**src/rtl/io_responder_if.sv**
```systemverilog
// CPU-side IO bus between the core and io_responder: strobes, address and store data
// going in, captured switch snapshot and error pulse coming back.
interface io_responder_if;
    logic        io_read;
    logic        io_write;
    logic [31:0] addr_in;
    logic [31:0] wdata;
    logic [7:0]  io_rdata;
    logic [7:0]  io_rdata2;
    logic        negative;
    logic        data_valid;
    logic        addr_err;

    modport master (
        output io_read, io_write, addr_in, wdata,
        input  io_rdata, io_rdata2, negative, data_valid, addr_err
    );

    modport slave (
        input  io_read, io_write, addr_in, wdata,
        output io_rdata, io_rdata2, negative, data_valid, addr_err
    );
endinterface

```
**src/rtl/io_responder.sv**
```systemverilog
// Board IO responder: debounces switches/sign/button, snapshots the switches on a button
// press for the CPU, drives memory-mapped LEDs and flags illegal accesses.
module io_responder #(
    parameter int unsigned DEB_CYCLES = 20,
    parameter logic [23:0] IO_BASE    = 24'hFFFFFC
) (
    input  logic               clk,
    input  logic               rst,
    io_responder_if.slave      bus,
    input  logic [15:0]        sw_raw,
    input  logic               sw_neg_raw,
    input  logic               btn_raw,
    output logic [15:0]        led
);

    localparam int unsigned CntW = (DEB_CYCLES > 1) ? $clog2(DEB_CYCLES) : 1;
    localparam logic [CntW-1:0] CntMax = CntW'(DEB_CYCLES - 1);

    typedef enum logic {StIdle, StHeld} state_e;

    logic [15:0]     sw_meta_q, sw_sync_q, sw_deb_q, sw_deb_d;
    logic            neg_meta_q, neg_sync_q, neg_deb_q, neg_deb_d;
    logic            btn_meta_q, btn_sync_q, btn_deb_q, btn_deb_d;
    logic [CntW-1:0] sw_cnt_q, sw_cnt_d, neg_cnt_q, neg_cnt_d, btn_cnt_q, btn_cnt_d;
    logic            sw_load, neg_load, btn_load;

    state_e      state_q, state_d;
    logic        capture;
    logic [7:0]  rdata_q, rdata2_q;
    logic        negative_q, valid_q, err_q;
    logic [15:0] led_q;

    logic        in_win, both, wr_lo, wr_hi, rd_clr, acc_err;
    logic [7:0]  off;
    logic        unused_wdata;

    assign unused_wdata = ^bus.wdata[31:8];

    // Each group loads only after DEB_CYCLES consecutive cycles of disagreement.
    always_comb begin
        sw_load   = (sw_sync_q != sw_deb_q) && (sw_cnt_q == CntMax);
        sw_cnt_d  = ((sw_sync_q == sw_deb_q) || sw_load) ? '0 : sw_cnt_q + CntW'(1);
        sw_deb_d  = sw_load ? sw_sync_q : sw_deb_q;
        neg_load  = (neg_sync_q != neg_deb_q) && (neg_cnt_q == CntMax);
        neg_cnt_d = ((neg_sync_q == neg_deb_q) || neg_load) ? '0 : neg_cnt_q + CntW'(1);
        neg_deb_d = neg_load ? neg_sync_q : neg_deb_q;
        btn_load  = (btn_sync_q != btn_deb_q) && (btn_cnt_q == CntMax);
        btn_cnt_d = ((btn_sync_q == btn_deb_q) || btn_load) ? '0 : btn_cnt_q + CntW'(1);
        btn_deb_d = btn_load ? btn_sync_q : btn_deb_q;
    end

    // A load always flips the debounced button, so the synced value gives the edge direction.
    always_comb begin
        state_d = state_q;
        capture = 1'b0;
        unique case (state_q)
            StIdle: begin
                if (btn_load && btn_sync_q) begin
                    state_d = StHeld;
                    capture = 1'b1;
                end
            end
            StHeld: begin
                if (btn_load && !btn_sync_q) state_d = StIdle;
            end
            default: state_d = StIdle;
        endcase
    end

    always_comb begin
        in_win  = (bus.addr_in[31:8] == IO_BASE);
        off     = bus.addr_in[7:0];
        both    = bus.io_read && bus.io_write;
        wr_lo   = !both && bus.io_write && in_win && (off == 8'h60);
        wr_hi   = !both && bus.io_write && in_win && (off == 8'h62);
        rd_clr  = !both && bus.io_read && in_win && ((off == 8'h70) || (off == 8'h72));
        acc_err = (bus.io_read || bus.io_write) && !(wr_lo || wr_hi || rd_clr);
    end

    always_ff @(posedge clk) begin
        if (rst) begin
            sw_meta_q  <= '0;
            sw_sync_q  <= '0;
            sw_deb_q   <= '0;
            sw_cnt_q   <= '0;
            neg_meta_q <= 1'b0;
            neg_sync_q <= 1'b0;
            neg_deb_q  <= 1'b0;
            neg_cnt_q  <= '0;
            btn_meta_q <= 1'b0;
            btn_sync_q <= 1'b0;
            btn_deb_q  <= 1'b0;
            btn_cnt_q  <= '0;
            state_q    <= StIdle;
            rdata_q    <= '0;
            rdata2_q   <= '0;
            negative_q <= 1'b0;
            valid_q    <= 1'b0;
            err_q      <= 1'b0;
            led_q      <= '0;
        end else begin
            sw_meta_q  <= sw_raw;
            sw_sync_q  <= sw_meta_q;
            sw_deb_q   <= sw_deb_d;
            sw_cnt_q   <= sw_cnt_d;
            neg_meta_q <= sw_neg_raw;
            neg_sync_q <= neg_meta_q;
            neg_deb_q  <= neg_deb_d;
            neg_cnt_q  <= neg_cnt_d;
            btn_meta_q <= btn_raw;
            btn_sync_q <= btn_meta_q;
            btn_deb_q  <= btn_deb_d;
            btn_cnt_q  <= btn_cnt_d;
            state_q    <= state_d;
            err_q      <= acc_err;
            if (wr_lo) led_q[7:0]  <= bus.wdata[7:0];
            if (wr_hi) led_q[15:8] <= bus.wdata[7:0];
            // Capture outranks a clearing read on the same edge.
            if (capture) begin
                rdata_q    <= sw_deb_d[7:0];
                rdata2_q   <= sw_deb_d[15:8];
                negative_q <= neg_deb_d;
                valid_q    <= 1'b1;
            end else if (rd_clr) begin
                valid_q    <= 1'b0;
            end
        end
    end

    assign bus.io_rdata   = rdata_q;
    assign bus.io_rdata2  = rdata2_q;
    assign bus.negative   = negative_q;
    assign bus.data_valid = valid_q;
    assign bus.addr_err   = err_q;
    assign led            = led_q;

endmodule

```
**src/flat_wrapper.sv**
```systemverilog
// flat-port wrapper written by rule: the top's interface ports become plain ports
module io_responder_flat 
#(
    parameter int unsigned DEB_CYCLES = 20,
    parameter logic [23:0] IO_BASE    = 24'hFFFFFC
)
  (clk, rst, sw_raw, sw_neg_raw, btn_raw, led, bus_io_read, bus_io_write, bus_addr_in, bus_wdata, bus_io_rdata, bus_io_rdata2, bus_negative, bus_data_valid, bus_addr_err);
  io_responder_if bus_i ();
  input  logic clk;
  input  logic rst;
  input  logic [15:0] sw_raw;
  input  logic sw_neg_raw;
  input  logic btn_raw;
  output logic [15:0] led;
  input wire logic [$bits(bus_i.io_read)-1:0] bus_io_read;
  input wire logic [$bits(bus_i.io_write)-1:0] bus_io_write;
  input wire logic [$bits(bus_i.addr_in)-1:0] bus_addr_in;
  input wire logic [$bits(bus_i.wdata)-1:0] bus_wdata;
  output wire logic [$bits(bus_i.io_rdata)-1:0] bus_io_rdata;
  output wire logic [$bits(bus_i.io_rdata2)-1:0] bus_io_rdata2;
  output wire logic [$bits(bus_i.negative)-1:0] bus_negative;
  output wire logic [$bits(bus_i.data_valid)-1:0] bus_data_valid;
  output wire logic [$bits(bus_i.addr_err)-1:0] bus_addr_err;
  assign bus_i.io_read = bus_io_read;
  assign bus_i.io_write = bus_io_write;
  assign bus_i.addr_in = bus_addr_in;
  assign bus_i.wdata = bus_wdata;
  assign bus_io_rdata = bus_i.io_rdata;
  assign bus_io_rdata2 = bus_i.io_rdata2;
  assign bus_negative = bus_i.negative;
  assign bus_data_valid = bus_i.data_valid;
  assign bus_addr_err = bus_i.addr_err;
  io_responder #(.DEB_CYCLES(DEB_CYCLES), .IO_BASE(IO_BASE)) u_core (.clk(clk), .rst(rst), .bus(bus_i), .sw_raw(sw_raw), .sw_neg_raw(sw_neg_raw), .btn_raw(btn_raw), .led(led));
endmodule
```
**config.mk**
```make
export PLATFORM = sky130hd
export DESIGN_NAME = io_responder_flat
export DESIGN_NICKNAME = d
export VERILOG_FILES = /design/src/rtl/io_responder_if.sv /design/src/rtl/io_responder.sv /design/src/flat_wrapper.sv
export SDC_FILE = /design/constraint.sdc
export NUM_CORES = 1
export LEC_CHECK = 0
export CAP_MARGIN = 25
export CORE_MARGIN = 5
export CORE_UTILIZATION = 46
export CTS_CLUSTER_DIAMETER = 100
export DETAILED_ROUTE_END_ITERATION = 10
export GPL_TIMING_DRIVEN = 0
export PLACE_DENSITY = 0.9
export SLEW_MARGIN = 20
export SYNTH_ARGS = -nofsm -noshare
export SYNTH_HDL_FRONTEND = slang
export SYNTH_SLANG_ARGS = --single-unit
```
**constraint.sdc**
```tcl
create_clock -name clk -period 2.5 [get_ports clk]
set_input_delay 0.75 -clock clk [delete_from_list [all_inputs] [get_ports clk]]
set_output_delay 0.75 -clock clk [all_outputs]
set_load 0.005 [all_outputs]
```
==> summary.md, run 1 <==
| Metric | Value |
|---|---|
| Worst setup SP type | input port |
| Syn Std Cell Area | 0.00375 mm^2 |
| Antenna cells | 0 |
| CP Class | input port to flop |
| Synthesized instance count | 370 |
| Setup Viol. Count Final | 0 |
| H-tree depth | 3 |
| HP Class | flop to flop |
| Seq pwr share | a little under three fifths |
| Fmax | 439 MHz |
| Sequential-to-total area share from yosys stat | 55.6% |
| Port buffer count | 95 |
| Leak pwr | 1.99 nW |
| All-Layer GR Usage | 18.6% |
| RSZ-0062 raised after global routing | false |
| Area Growth Syn to Fin | 35.9% |
| Standard-cell rows | 33 |
| PwrDens | 585 mW/mm^2 |
| Die height | 100 um |
| DIE WIDTH | around 100 um |
| Mapped Nets | ~460 |
| Hold Path Depth | 1 |
| Setup slack after layout | 0.222 ns |
| Pre-CTS setup slack | -0.473 ns |
| Arr. time, crit path | about 2.5 ns |
| Initial antenna violation count | 0 |
| Dpl hpwl | roughly 7 mm |
| Largest fanout on the critical path | 8 |
| Hold Vio Cnt, Final | 0 |
| First-iteration detailed-routing DRC count | 239 |
| Num CTS Buffers | 9 |
| CTS Sinks | 104 |
| Fin nets | 567 |
| CTS Hold Bufs | 0 |
| Dpl cell area | 0.00483 mm^2 |
| CTS tree | done |
| Post-route minimum period | 2.28 ns |
| Clock buffer depth | 2 |
| Max_slew headroom | 61.3% |
| CP Data Required Time | 2.74 ns |
| # IOs | 121 |
| Netlist cell types | 34 |
| Worst IR Drop VDD | approximately 0.37 mV |
| Drt total wl | roughly 9.4 mm |
| Post-route ant nets | 0 |
| Crit end category | flop |
| DR vias | 3115 |
| Final Wtd Congestion | 0.838 |
| Layout cell share with drive strength beyond 1 | 5.59% |
| Die footprint | 0.0101 mm^2 |
| TritonRoute pass-1 iters | 4 |
| Fin cells | roughly 590 |
| Root Buffer | clkbuf_8 |
| Clock Pin Slew Worst Setup and Hold Paths | 0.10 ns |
| Core area | 0.00809 mm^2 |
| Fill count | 636 |
| Mean Syn Cell Area | 10.1 um^2 |
| Finished Cell Area | ~0.0051 mm^2 |
| Tot Pwr | between 2 and 3 mW |
| Setup Skew | 0.0106 ns |
| Yosys reg bits | 104 |
| Max-slew violations | 0 |
| Comb pwr share | around 7% |
| Switching part of the total | a little over a fifth |
| Vias in the first global route | 3114 |
| P_sw | between 600 and 700 uW |
| Mean number of vias per cell | 5.30 |
| Final worst-path cycle share | 91.1% |
| Worst R2R Path Depth | 6 |
| Max_cap viols | 0 |
| Clock latency on the worst-skew pair | between 0.3 and 0.4 ns |
| Status | complete, no violations |
| Global-route wire length before repair | 14.8 mm |
| Global route overflow | 0 |
| Initial Util | 46.3% |
| Largest net degree at the start of global routing | 17 |
| Slew @ Worst Pin | 0.581 ns |
| Ys Warns | 0 |
| Inst Count DP | 570 |
| DRC errors left | 0 |
| Avg WL per Cell | 16.0 um |
| Internal | 2.33 mW |
| Clock share of power | 35.7% |
## layout by cell type, fill, tap and decap left out, types with 2 or more instances in the layout
cell,count
dfxtp_1,104
clkdlybuf4s50_1,87
nor2_1,50
nor2b_1,36
nand3_1,23
xor2_1,22
mux2i_1,18
a21oi_1,18
o21ai_0,17
clkbuf_1,16
a311oi_1,16
clkbuf_8,11
dlymetal6s2s_1,8
nand4_1,5
nor4_1,5
xnor2_1,5
inv_1,4
buf_2,3
or3_1,3
ha_1,3
nand4b_1,2
or4b_4,2
nor4_4,2
nand2_1,2
nor3_1,2
nand2b_1,2
a211oi_1,2
buf_4,2
## routing by layer
| metal | track usage, % | part of all wire (%) | up-vias |
|---|---|---|---|
| li1 | - | - | 1495 |
| met1 | 21.7 | 39 | 1479 |
| met2 | 31.9 | 52 | 110 |
| met3 | 3.54 | 5.5 | 31 |
| met4 | 10.2 | 3.5 | 0 |
| met5 | 0 | 0 | - |
## layout make-up
class	instances	area (um^2)	share of cell area, %
plain buffers	21	91.3	1.79
clock buffers	12	155	3.05
clock inverters	4	51.3	1.01
inverters	4	15.0	0.295
multi-input cells	241	1580	31.0
flip-flops and latches	104	2080	40.9
well taps	105	131	2.58
repair buffers	97	986	19.4
## power groups by stage
stage	logic [mW]	registers, mW	clock network, mW
finish	0.208	1.71	1.06
CTS	0.207	1.71	1.08
floorplan	0.0806	1.74	0
detailed placement	0.205	1.75	0
global placement	0.198	1.74	0
global route	0.223	1.71	1.16
## worst max-delay path: stages
cell and delay, ns:
clkdlybuf4s50_1 0.51, nand4_1 0.19, nor4_4 0.35, and4b_1 0.26, buf_6 0.16, mux2i_1 0.22, nor2_1 0.06
## cell families after synthesis
family	share of synthesized area (%)
flip-flops	55.6
buffers and inverters	2.80
multiplexers	4.81
AND/OR/NAND/NOR	20.7
adder cells (fa/ha/maj)	1.00
AO/OA/AOI/OAI	8.81
XOR/XNOR	6.31
## state kept, by name, indices dropped and copies added (netlist names), named ones only
signal                 cells
u_core.bus.negative        1
u_core.bus.addr_err        1
u_core.bus.io_rdata        8
u_core.sw_meta_q          16
u_core.sw_cnt_q            5
u_core.btn_sync_q          1
u_core.btn_cnt_q           5
u_core.neg_deb_q           1
u_core.sw_sync_q          16
u_core.neg_meta_q          1
u_core.neg_cnt_q           5
u_core.bus.data_valid      1
u_core.led                16
u_core.neg_sync_q          1
u_core.bus.io_rdata2       8
u_core.btn_meta_q          1
u_core.sw_deb_q           16
## synthesized netlist by cell type, drive strengths merged
master   number  area [um^2]
clkbuf       16         60.1
ha            3         37.5
nor2         50          188
a311oi       16          140
and4b         1         10.0
nand4bb       1         11.3
inv           4         15.0
nor2b        36          225
a21oi        18         90.1
and4          1         8.76
a211oi        2         15.0
nor4bb        1         10.0
xnor2         5         43.8
nor4          7         65.1
nand2         2         7.51
o21ai        17         85.1
or3           3         18.8
mux2i        18          180
buf           5         30.0
nand4b        2         17.5
nand4         6         43.8
or4b          2         23.8
nand2b        2         12.5
nand3        23          115
dfxtp       104         2080
nor3          2         10.0
and3b         1         8.76
xor2         22          193
## worst paths after layout
kind | from | endpoint | slack [ns]
min | u_core.neg_meta_q$_SDFF_PP0_ | u_core.neg_sync_q$_SDFF_PP0_ | 0.44
min reg2reg | u_core.neg_meta_q$_SDFF_PP0_ | u_core.neg_sync_q$_SDFF_PP0_ | 0.44
max | bus_addr_in[21] | u_core.led[6]$_SDFFE_PP0P_ | 0.22
max reg2reg | u_core.sw_cnt_q[0]$_SDFF_PP0_ | u_core.bus.io_rdata[6]$_SDFFE_PP0P_ | 0.29
## through the flow
stage | hold slack [ns] | util (%) | setup TNS [ns]
2_1_floorplan | 0.414 | - | 0
3_5_place_dp | 0.426 | 59.7 | -7.05
3_3_place_gp | 0.421 | 59.7 | -6.23
6_report | 0.444 | 62.9 | 0
5_1_grt | 0.449 | 62.9 | 0
4_1_cts | 0.445 | 62.3 | -0.000850
## repair_timing
item | in CTS | in global routing
setup endpoints to repair | 15 | 17
pin swaps | 1 | 6
gates cloned | 0 | 0
resized for setup | 1 | 12
hold endpoints to repair | 0 | 0
setup buffers | 0 | 2
No activity file was read; power rests on OpenSTA's default activity.
==> inputs of run 2 (changes only) <==
Settings changed: ABC_AREA set to 1, CORE_UTILIZATION 46 to 49, CTS_BUF_LIST set to sky130_fd_sc_hd__clkbuf_4, PLACE_DENSITY 0.9 to 0.92.
==> run 2 against run 1 <==
Compared with the run above:
- sequential share of layout area is 2.7 points lower
- register-to-register slack improved by 0.18 ns
- synthesized cell count rose by 57%
- final area increased by 7.0%
- clock power shrank 16%
- sequential cell count stayed put
- die area increased by 5.0%
- sequential power hardly changed
- final cell count increased by 36%
- worst hold slack lost 0.043 ns
- utilization up 2.7 points
- critical endpoint is now led[15]
==> summary.md, run 2 <==
| Metric | Value |
|---|---|
| Status | complete, no violations |
| Global route overflow | 0 |
| Slew @ Worst Pin | between 0.5 and 0.6 ns |
| Netlist cell types | 25 |
| All-Layer GR Usage | around a fifth |
| DRC errors left | 0 |
| Antenna cells | 0 |
| Core area | 0.00830 mm^2 |
| Most common cell after layout, fill and taps aside | nor2_1 |
| Clock buffer depth | 2 |
| Layout cell share with drive strength beyond 1 | roughly 6% |
| Synthesized instance count | 581 |
| Mean Syn Cell Area | 7.25 um^2 |
| Ys Warns | 0 |
| Drt total wl | 9.71 mm |
| Post-synth EDFFs | 0 |
| Cell with the most instances after synthesis | nor2_1 |
| Area Growth Syn to Fin | 29.4% |
| CTS tree | done |
| Largest net degree at the start of global routing | 19 |
| Clock Pin Slew Worst Setup and Hold Paths | 0.18 ns |
| Port buffer count | 96 |
| Setup TNS | 0 ns |
| FFs w/ async S/R, synth | 0% |
| Final worst-path cycle share | a little under nine tenths |
| Hold WS | 0.401 ns |
| Final core occ | about two thirds |
| Critical path's slowest cell | clkdlybuf4s50_1 |
| Mapped Nets | 670 |
| Post-synth top flop | dfxtp_1 |
| Vias in the first global route | 3749 |
| Crit end category | primary output |
| Dpl hpwl | 7.47 mm |
| Global-route wire length before repair | 16.2 mm |
| Setup Viol. Count Final | 0 |
| Synth top area share | 49.4% |
| DIE WIDTH | roughly 100 um |
| Largest fanout on the critical path | 2 |
| Initial Util | 50.8% |
| Hold Vio Cnt, Final | 0 |
| Initial antenna violation count | 0 |
| Die footprint | between 0.01 and 0.015 mm^2 |
| Post-route minimum period | 2.15 ns |
| Synth area leader | dfxtp_1 |
| Arr. time, crit path | 1.40 ns |
| Standard-cell rows | 33 |
| Avg WL per Cell | 12.2 um |
| HP Class | flop to flop |
| Syn Std Cell Area | 0.00421 mm^2 |
| Fmax | between 400 and 500 MHz |
| First-iteration detailed-routing DRC count | 234 |
| Max-slew violations | 0 |
| CTS Hold Bufs | 0 |
| Yosys reg bits | 104 |
| Leak pwr | 2.48 nW |
| CP Class | flop to primary output |
| WP buf/inv | 1 |
| H-tree depth | 3 |
| # IOs | 121 |
| DR vias | ~3800 |
| Fin nets | 777 |
| Max_cap viols | 0 |
| Root Buffer | clkbuf_4 |
| Buffer count from post-CTS setup fixing | 0 |
| Die height | 103 um |
| Setup slack after layout | 0.354 ns |
| Num CTS Buffers | 9 |
| Max_slew headroom | 65.4% |
| Ranking of synthesized cells by area | dfxtp_1, nor2_1, inv_1, nand2_1, nand3_1 |
| Slowest stage delay, CP | 0.53 ns |
| Setup Skew | 0.0298 ns |
| Number of gates resized after CTS | 0 |
| Top delay family on crit path | buffers and inverters |
| Sequential-to-total area share from yosys stat | 49.4% |
| RSZ-0062 raised after global routing | false |
| Worst setup SP type | flop |
| CTS Sinks | ~100 |
| CP Data Required Time | 1.75 ns |
| PwrDens | around 520 mW/mm^2 |
| Post-route ant nets | 0 |
| Clock latency on the worst-skew pair | 0.48 ns |
| Final Wtd Congestion | roughly 0.84 |
| Synth cell count leaders | nor2_1, inv_1, nand2_1 |
| TritonRoute pass-1 iters | 5 |
| Worst path cell trace | clkdlybuf4s50_1 |
| Mean number of vias per cell | 4.74 |
| Worst IR Drop VDD | 0.244 mV |
| Most frequent cells in the layout | nor2_1, inv_1, nand2_1, dfxtp_1, clkdlybuf4s50_1 |
| Pre-CTS setup slack | 0.00339 ns |
[run 2: power breakdown]
group / internal, mW / total [mW] / switching (mW)
clock: 0.313 / 0.888 / 0.575
combinational: 0.122 / 0.220 / 0.0976
sequential: 1.69 / 1.71 / 0.0182
total: 2.13 / 2.82 / 0.691
[run 2: worst paths after layout]
kind	slack, ns	from	end	depth (start not counted)
worst min register to register	0.40	u_core.sw_meta_q[3]$_SDFF_PP0_	u_core.sw_sync_q[3]$_SDFF_PP0_	2
worst min-delay path	0.40	u_core.sw_meta_q[3]$_SDFF_PP0_	u_core.sw_sync_q[3]$_SDFF_PP0_	2
worst max register to register	0.47	u_core.btn_cnt_q[0]$_SDFF_PP0_	u_core.bus.io_rdata2[7]$_SDFFE_PP0P_	9
worst max-delay path	0.35	u_core.led[15]$_SDFFE_PP0P_	led[15]	1
[run 2: final cells by class]
type	count	area, um^2
tap	105	131
multi-input combinational	349	1620
inverter	111	417
fill	653	2850
clock buffer	9	67.6
sequential	104	2080
buffer	17	90.1
timing repair buffer	96	961
clock inverter	7	78.8
[run 2: kinds of logic after synthesis]
logic type	count (synthesis)	synth area share (%)
xor gates and xnor gates	8	1.66
AOI/OAI and AO/OA	41	5.88
adders and majority gates	3	0.891
DFF	104	49.4
and+or+nand+nor	297	30.1
buffers and inverters	128	12.0
[run 2: metal layers]
layer | global-route usage, % | part of all wire [%] | vias to the layer above
li1 | - | - | 1953
met1 | 22.3 | 40 | 1653
met2 | 34.5 | 52 | 146
met3 | 3.11 | 5.2 | 31
met4 | 9.69 | 3.2 | 0
met5 | 0 | 0 | -
[run 2: worst reg2reg max path, stage by stage, from the launching register on]
cell      delay, ns
dfxtp_1        0.41
ha_1           0.20
inv_1          0.06
nor2_1         0.18
nand4_1        0.16
clkinv_1       0.18
clkbuf_1       0.44
nand3_1        0.18
nand2_1        0.09
inv_1          0.04
[run 2: stage by stage]
stage	instances	cell area, um^2	total power, mW
floorplan	581	4210	1.83
global placement	782	5310	1.96
detailed placement	782	5310	1.97
CTS	798	5450	2.82
global route	798	5450	2.92
finish	798	5450	2.82
==> inputs of run 3 (changes only) <==
Settings changed: GPL_TIMING_DRIVEN 0 to not set.
==> run 3 against run 2 <==
Compared with the run above:
- sequential share of layout area increased by 0.14 points
- largest power group unchanged
- global-route usage fell by 1.3 points
- maximum frequency up 0.87%
==> summary.md, run 3 (same netlist as run 2, synthesis figures left out) <==
| Metric | Value |
|---|---|
| Status | complete, no violations |
| CP Data Required Time | 1.75 ns |
| Crit end category | primary output |
| Clock share of power | 33.8% |
| Global-route wire length before repair | 15.2 mm |
| Area Growth Syn to Fin | 28.9% |
| Post-route ant nets | 0 |
| Setup Viol. Count Final | 0 |
| Clock latency on the worst-skew pair | 0.47 ns |
| Switching part of the total | about a quarter |
| DIE WIDTH | 103 um |
| Mean number of vias per cell | 4.75 |
| Hold wc startpoint | u_core.sw_meta_q[1]$_SDFF_PP0_ |
| # IOs | 121 |
| DRC errors left | 0 |
| R2R Setup Slk | 0.48 ns |
| Num CTS Buffers | 9 |
| Root Buffer | clkbuf_4 |
| Final core occ | between 60% and 70% |
| Hold Path Depth | 2 |
| Final Wtd Congestion | 0.783 |
| Number of gates resized after CTS | 0 |
| Initial Util | about half |
| Clock buffer depth | 2 |
| Die height | approximately 100 um |
| All-Layer GR Usage | 18.0% |
| Dpl cell area | 0.00523 mm^2 |
| CTS Sinks | 104 |
| PwrDens | 535 mW/mm^2 |
| Leak pwr | 2.47 nW |
| Die footprint | 0.0106 mm^2 |
| Max_slew headroom | 56.5% |
| TritonRoute pass-1 iters | 4 |
| Arr. time, crit path | 1.38 ns |
| Internal | 2.23 mW |
| Global route overflow | 0 |
| Setup Skew | between 0.015 and 0.02 ns |
| Max_cap viols | 0 |
| H-tree depth | 3 |
| Layout cell share with drive strength beyond 1 | 5.74% |
| Finished Cell Area | 0.00543 mm^2 |
| DR vias | 3734 |
| Post-route minimum period | 2.13 ns |
| Worst setup SP type | flop |
| RSZ-0062 raised after global routing | false |
| Seq pwr share | 58.9% |
| Core area | 0.00830 mm^2 |
| Hold EP | u_core.sw_sync_q[1]$_SDFF_PP0_ |
| P_sw | about 680 uW |
| RR Startpoint | u_core.sw_cnt_q[0]$_SDFF_PP0_ |
| CTS tree | done |
| Fmax | 470 MHz |
| Max-slew violations | 0 |
| Largest net degree at the start of global routing | between 50 and 60 |
| Fin nets | approximately 760 |
| Top delay family on crit path | buffers and inverters |
| CP Class | flop to primary output |
| Hold Vio Cnt, Final | 0 |
| First-iteration detailed-routing DRC count | 224 |
| HP Class | flop to flop |
| Setup TNS | 0 ns |
| Most frequent cells in the layout | nor2_1, inv_1, nand2_1, dfxtp_1, clkdlybuf4s50_1 |
| Buffer count from post-CTS setup fixing | 0 |
| Port buffer count | 96 |
| Worst IR Drop VDD | 0.297 mV |
| Worst path cell trace | clkdlybuf4s50_1 |
| Avg WL per Cell | 11.9 um |
| FF-to-FF End | u_core.bus.io_rdata[5]$_SDFFE_PP0P_ |
| Standard-cell rows | 33 |
| Slowest stage delay, CP | 0.52 ns |
| Dpl hpwl | 6.71 mm |
| WP buf/inv | 1 |
| Slew @ Worst Pin | around 0.65 ns |
| Worst R2R Path Depth | 8 |
| Initial antenna violation count | 0 |
| Critical path's slowest cell | clkdlybuf4s50_1 |
| Largest fanout on the critical path | 2 |
| Most common cell after layout, fill and taps aside | nor2_1 |
| Final worst-path cycle share | 85.1% |
| Vias in the first global route | 3569 |
| Drt total wl | 9.35 mm |
| Comb pwr share | 7.4% |
| CTS Hold Bufs | 0 |
| Clock Pin Slew Worst Setup and Hold Paths | 0.16 ns |
## run 3: changes by cell type in the layout (fill, tap and decap cells not counted), sizes merged
| cell | change |
|---|---|
| buf | -3 |
| diode | +1 |
| clkdlybuf4s50 | -1 |
| bufinv | +1 |
| clkinvlp | -1 |
| clkbuf | -9 |
## run 3: worst reg2reg max path: stages (launching register included)
cell	delay, ns
dfxtp_1	0.39
ha_1	0.21
nand2_1	0.12
nor3b_4	0.53
nand2_4	0.28
nand2_1	0.17
nand3_1	0.12
nand2_1	0.08
inv_1	0.03
## run 3: worst max path at each step
stage	from	endpoint	slack [ns]	cells past startpoint
after floorplan	bus_addr_in[25]	u_core.led[10]$_SDFFE_PP0P_	0.73	9
after global placement	bus_addr_in[25]	u_core.led[2]$_SDFFE_PP0P_	0.13	9
after detailed placement	bus_addr_in[25]	u_core.led[5]$_SDFFE_PP0P_	0.09	10
after CTS	u_core.btn_cnt_q[0]$_SDFF_PP0_	u_core.bus.io_rdata2[3]$_SDFFE_PP0P_	0.26	8
after global routing	u_core.sw_cnt_q[0]$_SDFF_PP0_	u_core.bus.io_rdata[5]$_SDFFE_PP0P_	0.31	8
final	u_core.bus.io_rdata2[7]$_SDFFE_PP0P_	bus_io_rdata2[7]	0.37	1
## run 3: final cells by class
cell class	instances	area [um^2]
inverter	111	417
clock inverter	7	104
sequential	104	2080
timing repair buffer	100	1000
antenna	1	2.50
fill	643	2870
tap	105	131
multi-input combinational	349	1620
clock buffer	9	67.6
## run 3: per-layer routing
layer,part of all wire (%),global-route usage [%],up-vias
li1,-,-,1930
met1,40,20.8,1672
met2,52,31.7,111
met3,5.2,3.45,21
met4,2.7,9.08,0
met5,0,0,-
## run 3: power by group through the flow
stage	sequential, mW	clock [mW]	combinational, mW
after global placement	1.74	0	0.206
final	1.71	0.981	0.214
after global routing	1.72	1.06	0.236
after floorplan	1.74	0	0.0930
after detailed placement	1.75	0	0.213
after CTS	1.71	0.999	0.214
## run 3: through the flow
step	total power, mW	hold WS [ns]	setup WS [ns]	std cells
floorplan	1.83	0.388	0.726	581
global placement	1.95	0.391	0.134	768
detailed placement	1.96	0.396	0.0916	768
CTS	2.92	0.416	0.263	784
global route	3.01	0.431	0.311	785
finish	2.91	0.415	0.373	786
